[src/rtl/vga_mon_pkg.sv]
// Shared VGA timing constants and monitor state encoding, also used by the painter.
// Latency: n/a. Backpressure: n/a.
package vga_mon_pkg;

    localparam logic [1:0] ST_SEARCH  = 2'd0;
    localparam logic [1:0] ST_MEASURE = 2'd1;
    localparam logic [1:0] ST_LOCKED  = 2'd2;

    typedef enum logic [1:0] {
        SEARCH  = ST_SEARCH,
        MEASURE = ST_MEASURE,
        LOCKED  = ST_LOCKED
    } mon_state_t;

    // 640x480@60 timing
    localparam int VGA_H_TOTAL = 800;
    localparam int VGA_H_SYNC  = 96;
    localparam int VGA_V_TOTAL = 525;
    localparam int VGA_V_SYNC  = 2;

endpackage

[src/rtl/sync_edge_det.sv]
// Two-flop synchronizer with registered fall/rise pulses for an idle-high async input.
// Latency: 3 clk from pin edge to pulse. Backpressure: none.
module sync_edge_det (
    input  logic clk,
    input  logic rst_n,
    input  logic din,
    output logic fall,
    output logic rise
);

    logic s1, s2, s3;

    always_ff @(posedge clk or negedge rst_n) begin
        if (!rst_n) begin
            s1   <= 1'b1;
            s2   <= 1'b1;
            s3   <= 1'b1;
            fall <= 1'b0;
            rise <= 1'b0;
        end else begin
            s1   <= din;
            s2   <= s1;
            s3   <= s2;
            fall <= s3 & ~s2;
            rise <= ~s3 & s2;
        end
    end

endmodule

[src/rtl/vga_sync_monitor.sv]
// Checks hsync/vsync timing against VGA parameters and declares lock after good frames.
// Latency: 3 clk pin-to-event plus wait for pix_en. Backpressure: none. VGA_MON_STATS_EN adds err_count.
module vga_sync_monitor
    import vga_mon_pkg::*;
#(
    parameter int H_TOTAL     = VGA_H_TOTAL,
    parameter int H_SYNC      = VGA_H_SYNC,
    parameter int V_TOTAL     = VGA_V_TOTAL,
    parameter int V_SYNC      = VGA_V_SYNC,
    parameter int LOCK_FRAMES = 2,
    parameter int CW          = 11
) (
    input  logic          clk,
    input  logic          reset,
    input  logic          pix_en,
    input  logic          hsync,
    input  logic          vsync,
    output logic          locked,
    output logic [CW-1:0] h_period,
    output logic [CW-1:0] v_lines,
    output logic          frame_err,
    output logic [7:0]    err_count
);

    localparam logic [CW-1:0] CMAX    = '1;
    localparam logic [CW-1:0] H_TOT_C = CW'(H_TOTAL);
    localparam logic [CW-1:0] H_SYN_C = CW'(H_SYNC);
    localparam logic [CW-1:0] V_TOT_C = CW'(V_TOTAL);
    localparam logic [CW-1:0] V_SYN_C = CW'(V_SYNC);
    localparam int TO_TICKS = 2 * H_TOTAL;
    localparam int TW       = $clog2(TO_TICKS + 1);
    localparam int GW       = $clog2(LOCK_FRAMES + 1);

    logic h_fall, h_rise, v_fall, v_rise;
    logic hf_pend, hr_pend, vf_pend, vr_pend;
    logic hf_evt, hr_evt, vf_evt, vr_evt;

    sync_edge_det u_hs (.clk(clk), .rst_n(reset), .din(hsync), .fall(h_fall), .rise(h_rise));
    sync_edge_det u_vs (.clk(clk), .rst_n(reset), .din(vsync), .fall(v_fall), .rise(v_rise));

    // Edges seen between pixel ticks are held until the next pix_en.
    assign hf_evt = pix_en & (hf_pend | h_fall);
    assign hr_evt = pix_en & (hr_pend | h_rise);
    assign vf_evt = pix_en & (vf_pend | v_fall);
    assign vr_evt = pix_en & (vr_pend | v_rise);

    logic [CW-1:0] hcnt, hwid, vcnt, vwid;
    logic [CW-1:0] h_meas, v_meas;
    logic [TW-1:0] tcnt;
    logic          h_low, v_low, line_bad, vs_ok;
    logic          h_bad_now, frame_good, timeout;

    mon_state_t    state, state_nxt;
    logic [GW-1:0] good_cnt, good_nxt;
    logic          err_nxt;

    assign h_meas = (hcnt == CMAX) ? CMAX : hcnt + 1'b1;
    // A line ending on the same tick as the frame belongs to the ending frame.
    assign v_meas = (hf_evt && vcnt != CMAX) ? vcnt + 1'b1 : vcnt;

    assign h_bad_now  = (hf_evt && (h_meas != H_TOT_C || h_meas == CMAX)) ||
                        (hr_evt && h_low && (hwid != H_SYN_C || hwid == CMAX));
    assign frame_good = !(line_bad || h_bad_now) && v_meas == V_TOT_C && v_meas != CMAX && vs_ok;
    assign timeout    = pix_en && !hf_evt && tcnt == TW'(TO_TICKS - 1);

    always_ff @(posedge clk or negedge reset) begin
        if (!reset) begin
            hf_pend  <= 1'b0;
            hr_pend  <= 1'b0;
            vf_pend  <= 1'b0;
            vr_pend  <= 1'b0;
            hcnt     <= '0;
            hwid     <= '0;
            vcnt     <= '0;
            vwid     <= '0;
            tcnt     <= '0;
            h_low    <= 1'b0;
            v_low    <= 1'b0;
            line_bad <= 1'b0;
            vs_ok    <= 1'b0;
            h_period <= '0;
            v_lines  <= '0;
        end else begin
            hf_pend <= ~pix_en & (hf_pend | h_fall);
            hr_pend <= ~pix_en & (hr_pend | h_rise);
            vf_pend <= ~pix_en & (vf_pend | v_fall);
            vr_pend <= ~pix_en & (vr_pend | v_rise);

            if (hf_evt) begin
                hcnt     <= '0;
                h_period <= h_meas;
            end else if (pix_en && hcnt != CMAX) begin
                hcnt <= hcnt + 1'b1;
            end

            if (hf_evt) begin
                h_low <= 1'b1;
                hwid  <= CW'(1);
            end else if (hr_evt) begin
                h_low <= 1'b0;
            end else if (pix_en && h_low && hwid != CMAX) begin
                hwid <= hwid + 1'b1;
            end

            if (vf_evt) begin
                v_lines <= v_meas;
                vcnt    <= '0;
            end else if (hf_evt && vcnt != CMAX) begin
                vcnt <= vcnt + 1'b1;
            end

            if (vf_evt) begin
                v_low <= 1'b1;
                vwid  <= hf_evt ? CW'(1) : '0;
                vs_ok <= 1'b0;
            end else if (vr_evt) begin
                v_low <= 1'b0;
                vs_ok <= v_low && vwid == V_SYN_C && vwid != CMAX;
            end else if (hf_evt && v_low && vwid != CMAX) begin
                vwid <= vwid + 1'b1;
            end

            if (vf_evt)
                line_bad <= 1'b0;
            else if (h_bad_now)
                line_bad <= 1'b1;

            if (hf_evt)
                tcnt <= '0;
            else if (pix_en && tcnt != TW'(TO_TICKS))
                tcnt <= tcnt + 1'b1;
        end
    end

    always_ff @(posedge clk or negedge reset) begin
        if (!reset) begin
            state     <= SEARCH;
            good_cnt  <= '0;
            frame_err <= 1'b0;
        end else begin
            state     <= state_nxt;
            good_cnt  <= good_nxt;
            frame_err <= err_nxt;
        end
    end

    always_comb begin
        state_nxt = state;
        good_nxt  = good_cnt;
        err_nxt   = 1'b0;
        if (timeout) begin
            state_nxt = SEARCH;
            good_nxt  = '0;
            err_nxt   = (state != SEARCH);
        end else if (vf_evt) begin
            case (state)
                SEARCH: begin
                    state_nxt = MEASURE;
                    good_nxt  = '0;
                end
                MEASURE: begin
                    if (frame_good) begin
                        good_nxt = good_cnt + 1'b1;
                        if (good_cnt == GW'(LOCK_FRAMES - 1))
                            state_nxt = LOCKED;
                    end else begin
                        good_nxt = '0;
                        err_nxt  = 1'b1;
                    end
                end
                LOCKED: begin
                    if (!frame_good) begin
                        state_nxt = MEASURE;
                        good_nxt  = '0;
                        err_nxt   = 1'b1;
                    end
                end
                default: begin
                    state_nxt = SEARCH;
                    good_nxt  = '0;
                end
            endcase
        end
    end

    assign locked = (state == LOCKED);

`ifdef VGA_MON_STATS_EN
    always_ff @(posedge clk or negedge reset) begin
        if (!reset)
            err_count <= 8'd0;
        else if (frame_err && err_count != 8'hFF)
            err_count <= err_count + 8'd1;
    end
`else
    assign err_count = 8'd0;
`endif

endmodule

[config.mk]
export PLATFORM = sky130hd
export DESIGN_NAME = vga_sync_monitor
export DESIGN_NICKNAME = d
export VERILOG_FILES = /design/src/rtl/vga_mon_pkg.sv /design/src/rtl/sync_edge_det.sv /design/src/rtl/vga_sync_monitor.sv
export SDC_FILE = /design/constraint.sdc
export NUM_CORES = 1
export LEC_CHECK = 0
export ABC_AREA = 1
export BUFFER_PORTS_ARGS = -buffer_cell sky130_fd_sc_hd__buf_2
export CORE_ASPECT_RATIO = 0.9
export CORE_MARGIN = 3
export CORE_UTILIZATION = 25
export CTS_BUF_LIST = sky130_fd_sc_hd__clkbuf_2 sky130_fd_sc_hd__clkbuf_4 sky130_fd_sc_hd__clkbuf_8
export CTS_CLUSTER_SIZE = 24
export DETAILED_ROUTE_END_ITERATION = 10
export PLACE_DENSITY = 0.49
export SETUP_SLACK_MARGIN = 0.1
export SYNTH_ARGS = -nofsm -noshare
export SYNTH_HDL_FRONTEND = slang
export SYNTH_SLANG_ARGS = --single-unit
[constraint.sdc]
create_clock -name clk -period 2.1 [get_ports clk]
set_input_delay 0.105 -clock clk [delete_from_list [all_inputs] [get_ports clk]]
set_output_delay 0.105 -clock clk [all_outputs]
set_load 0.05 [all_outputs]
### Word-level counts from Yosys, hierarchy flattened

Cells that the tools add are included.
Widths: inputs -> output; s select.

* input port bits: 5
* output and inout bits: 32
* logic and storage cells: 152
* register bits after elaboration: 100

* add/sub/neg operators: 6
* equal/unequal tests: 22
* bitwise gates (word level): 21
* muxes and demuxes: 37
* reduce and logical (&&, ||, !) cells: 38

Operators with widths (count)
* $mux 11: 13
* $ne 11x11->1 const B: 6
* $add 11x1->11 const B: 5
* $eq 11x11->1 const B: 4
* $mux 2: 9
* $reduce_bool 2->1: 9
* $logic_and 1x1->1: 17
* $mux 1: 13
* $and 1x1->1: 12
* $eq 11x10->1 const B: 1
* $eq 11x2->1 const B: 1
* $ne 11x10->1 const B: 1
* $ne 11x7->1 const B: 1
* $ne 3x3->1 const B: 2
* $pmux 2 s3: 1
* $reduce_and 2->1: 3
* $not 1->1: 5
* $eq 2x1->1 const B: 2
* $logic_or 1x1->1: 4
* $ne 2x2->1 const B: 2
* $or 1x1->1: 4
* $pmux 2 s2: 1
* $reduce_and 4->1: 1
* $ne 3x2->1 const B: 1
* other kinds (5): 6

### Depth between registers and ports, before layout

* depth in word-level cells: 15
* depth in mapped cells: 18

### Cells and area by module

A second synthesis with hierarchy kept.

* cell total of the unflattened synthesis: 629
* area, all modules: 5108.6 um^2

By module, submodules not included
* vga_sync_monitor: seq. area each 2252.2 um^2, instances 1, cells an instance 611, area an instance 4820.9 um^2
* sync_edge_det: seq. area each 128.9 um^2, instances 2, cells an instance 9, area an instance 143.9 um^2

### Worst setup path before layout

Ideal clock, no wire load.

* kind: flip-flop to flip-flop
* from: reg vcnt[0]
* to: reg state[0]
* setup slack: 0.106 ns
* cell stages (with the launch flop): 17
* setup time: 0.117 ns
* arrival time: 1.877 ns
* data required time: 1.983 ns
* period minus slack after synthesis: 1.994 ns
* cell sequence: dfrtp_1 > ha_1 > nand2_2 > nor2_4 > nand3_2 > nand2_4 > inv_4 > nand2_1 > nand2_1 > nor2_1 > nand3b_1 > nor2_2 > nand3_2 > nand2_2 > nand2_4 > nand3_1 > nand2_1

* word-level cells in the longest chain between the ends: 9
* elaborated cells on any way between the ends: 12

RTL lines
* from (decl): RTL line vga_sync_monitor.sv:47 `logic [CW-1:0] hcnt, hwid, vcnt, vwid;`
* from (signal assigned): RTL line vga_sync_monitor.sv:109 `vcnt <= vcnt + 1'b1;`
* parallel branches: the longest is 2 deep, another holds $add 11x1->11
* $mux 11 (*)
* $eq 11x10->1: RTL line vga_sync_monitor.sv:63 `assign frame_good = !(line_bad || h_bad_now) && v_meas == V_TOT_C && v_meas != CMAX && vs_ok;`
* $logic_and 1x1->1: RTL line vga_sync_monitor.sv:63
* $logic_and 1x1->1 (*) (2 in series): RTL line vga_sync_monitor.sv:63
* $ne 3x3->1 (no source line) / $ne 3x2->1 (equally long branches)
* $reduce_and 4->1 (no source line) (*)
* to (signal assigned): RTL line vga_sync_monitor.sv:141 `state <= state_nxt;`
* to (decl): RTL line vga_sync_monitor.sv:53 `mon_state_t state, state_nxt;`

Every way passes the cells marked *.
A chain may end at the register's enable or synchronous reset.

### Worst setup path in the final report

* from: reg vcnt[0]
* to: reg good_cnt[0]

* word-level cells in the longest chain between the ends: 11
* elaborated cells on any way between the ends: 15

RTL lines
* parallel branches: the longest is 2 deep, another holds $add 11x1->11
* $mux 11 (*)
* $eq 11x10->1: RTL line vga_sync_monitor.sv:63
* $logic_and 1x1->1: RTL line vga_sync_monitor.sv:63
* $logic_and 1x1->1 (*) (2 in series): RTL line vga_sync_monitor.sv:63
* $mux 2: RTL line vga_sync_monitor.sv:162 `if (frame_good) begin`
* $pmux 2 s2: RTL line vga_sync_monitor.sv:156 `case (state)`
* $mux 2: RTL line vga_sync_monitor.sv:155 `end else if (vf_evt) begin`
* $mux 2: RTL line vga_sync_monitor.sv:151 `if (timeout) begin`
* to (signal assigned): RTL line vga_sync_monitor.sv:142 `good_cnt <= good_nxt;`
* to (decl): RTL line vga_sync_monitor.sv:54 `logic [GW-1:0] good_cnt, good_nxt;`

Every way passes the cells marked *. The select of a mux whose other input is x is not followed.

==> key figures <==
Clock network
  – Clock Latency Late Sink: between 300 and 400 ps
  – H-tree Lvls: 3
  – Num CTS Buffers: 9
  – CTS tree: yes
  – Worst-path clk slew: 100 ps
  – Clk buf depth: 2
  – Clock sinks: 100
  – CTS Root Buffer Type: clkbuf_8

STA
  – Worst-margin pin slew: approximately 610 ps
  – Minimum clock period: 2090 ps
  – Worst clock skew: 13.4 ps
  – Hold Worst Slack: approximately 89 ps
  – FMAX: about 480 MHz
  – Fin. Hold Viols: 0
  – Slew headroom: 0.590
  – Final setup viols: 0
  – RSZ-0062 raised after global routing: yes
  – Final Cycle Share: 0.994
  – Slew Limit Fails: 0

Power and ir drop
  – Switch share: 0.359
  – Psw: between 0.0015 and 0.002 W
  – P per Cell Area: 805 mW/mm^2
  – Pint: between 0.003 and 0.004 W
  – Clock Power Share: 0.270
  – Seq pwr share: 0.456
  – Comb power frac: 0.274
  – Peak VDD IR: 475 uV
  – Leak: 2.88 nW

Yosys
  – Leading area contributor after synthesis: dfrtp_1
  – Syn_area_per_cell: about 8.0 sq um
  – Top post-synthesis cells by count: nand2_1, inv_1, dfrtp_1, nor2_1, o21ai_0
  – Sequential share of the synthesized area: 0.493
  – Synth Instances: about 640
  – Post-Synthesis Cell Area: between 0.005 and 0.006 sq mm
  – Top-area cell type share of the netlist area: 0.462
  – Synth Register Bits: 100
  – Top FF cell, synth: dfrtp_1
  – Post-synth EDFFs: 0
  – Most common cell in the netlist: nand2_1
  – Largest cells by area after synthesis: dfrtp_1, nand2_1, inv_1
  – Synthesis Warnings: 0
  – Ys async rst share: 1.00
  – Netlist cell types: between 40 and 50

Worst setup path
  – Worst Setup Path Type: register to register
  – Worst Path Max Fanout: 8
  – Crit. End Element: register
  – Critical Path AT: 2410 ps
  – Setup crit end: good_cnt[0]
  – CP startpoint: vcnt[0]
  – Reg2reg end: good_cnt[0]
  – Worst reg-to-reg setup slack: about 12 ps
  – Worst R2R Path Depth: 16
  – Setup crit start kind: register
  – Reg2Reg Launch Point: vcnt[0]
  – Critical path required time: 2420 ps

Route
  – Pre-Repair DR Iteration Count: 5
  – Via/cell ratio: around 4.5
  – DRT Wirelength: between 10 and 15 mm
  – Final ANT Viol Nets: 0
  – Mean routed wirelength per cell: between 10 and 15 microns
  – Initial DRC Count: roughly 250
  – Via count: 4332
  – Post-route DRC: 0

Floorplanning
  – DIE HEIGHT: 141 microns
  – Core Region: roughly 0.02 sq mm
  – Die ar.: between 0.02 and 0.025 sq mm
  – Initial Util: 0.260
  – Die span in x: around 160 microns
  – Top Ports: 37
  – Placement Rows: 48

GRT
  – Overflow after GRT: 0
  – Antenna violations before repair: 1
  – Total track usage: 0.114
  – First-pass GRT wire length: 20.5 mm
  – Pin count of the biggest net entering global routing: 54
  – Vias in the first global route: 4206

Place
  – GP Congestion: 0.848
  – PortBufs: 28
  – Placed Area: 0.00573 sq mm
  – Hpwl dp: roughly 8.4 mm

Job
  – # Max-Cap Violations: 0

Finish
  – Final instance area: around 0.0063 sq mm
  – Final core utilization: 0.320
  – Area Overhead vs Synth: 23.2%
  – Antenna Cells: 0
  – Fill count: 2058
  – Proportion of layout cells with a drive suffix above 1: 0.223
  – Fin nets: 729

Outcome
  – Status: finished clean

Worst hold path
  – Type of the worst min-delay path: primary input to register
[sequential cells by signal, indices dropped and copies added, names as in the netlist, 2 cells and up]
name and cells:
hcnt 11, hwid 11, state 2, vcnt 11, good_cnt 2, tcnt 11
h_period 11, v_lines 11, vwid 11
[per-stage QoR]
step	setup TNS [ps]	total power (W)	std cells	worst slack, ps
after floorplan	0	0.00323	646	106
after global placement	-106	0.00364	939	-46.0
after detailed placement	-53.9	0.00363	939	-25.1
after CTS	0	0.00508	963	68.1
after global routing	-591	0.00537	966	-138
final	0	0.00505	966	11.6
[cell families (layout without fill, tap and decap cells)]
| family | count (synthesis) | after routing | share of synthesized area |
|---|---|---|---|
| flip-flops | 100 | 100 | 0.493 |
| AO/OA/AOI/OAI | 90 | 90 | 0.0958 |
| XOR/XNOR | 5 | 5 | 0.00860 |
| other | 1 | 8 | 0.000737 |
| AND/OR/NAND/NOR | 313 | 313 | 0.276 |
| adder cells (fa/ha/maj) | 13 | 13 | 0.0319 |
| buffers and inverters | 117 | 187 | 0.0934 |
[critical path, cell delays in order, from the launching register on]
cell,delay (ps)
dfrtp_1,370
ha_2,200
nand2_2,70
nor2_4,150
nand3_4,140
nand2_8,140
inv_8,50
nand2_1,70
o21ai_2,70
nor2_1,130
nand2_2,80
nor2_4,130
buf_4,130
nand2_4,50
nor3_1,130
nand2_1,70
nand2_1,60
[layout by cell type (no fill, tap or decap), drive strengths merged, types with 12 or more instances in the layout]
cell type / synthesis / layout
nand2: 133 / 133
inv: 99 / 100
dfrtp: 94 / 94
nor2: 85 / 85
buf: 11 / 69
o21ai: 45 / 45
nand3: 41 / 41
a21oi: 25 / 25
nor3: 22 / 22
nand4: 19 / 19
ha: 13 / 13
clkbuf: 7 / 12
[layout make-up]
class	count	area (sq um)	area share
clock buffer	12	165	0.0263
sequential	100	2510	0.401
multi-input combinational	429	2350	0.374
inverter	99	379	0.0605
timing repair buffer	72	497	0.0792
clock inverter	4	55.1	0.00878
tap	250	313	0.0499
[per-layer routing]
layer,part of all wire,track usage
met1,0.51,0.162
met2,0.43,0.169
met3,0.037,0.0323
met4,0.014,0.0359
met5,0.0011,0
[how the worst min path moves through the flow]
| stage | from | endpoint | slack (ps) | depth (start not counted) |
|---|---|---|---|---|
| 3_5_place_dp | reset | hwid[9] | 50 | 1 |
| 5_1_grt | pix_en | hr_pend | 80 | 3 |
| 4_1_cts | pix_en | hf_pend | 60 | 3 |
| 2_1_floorplan | reset | frame_err | -190 | 0 |
| 3_3_place_gp | reset | hwid[3] | 50 | 1 |
| 6_report | pix_en | hf_pend | 90 | 3 |
[what timing repair did]
action	CTS	global route
endpoints found under the setup margin	27	35
gates cloned	0	0
resized for setup	26	43
hold buffers	3	0
setup buffers	5	3
endpoints found under the hold margin	26	0
pin swaps	6	6
[power by group through the flow]
stage	combinational (W)	sequential, W	clock [W]
floorplan	0.000627	0.00260	0
global placement	0.00131	0.00233	0
detailed placement	0.00130	0.00233	0
CTS	0.00136	0.00230	0.00142
global route	0.00154	0.00234	0.00149
finish	0.00138	0.00230	0.00136
Power figures use the tool's default switching activity.
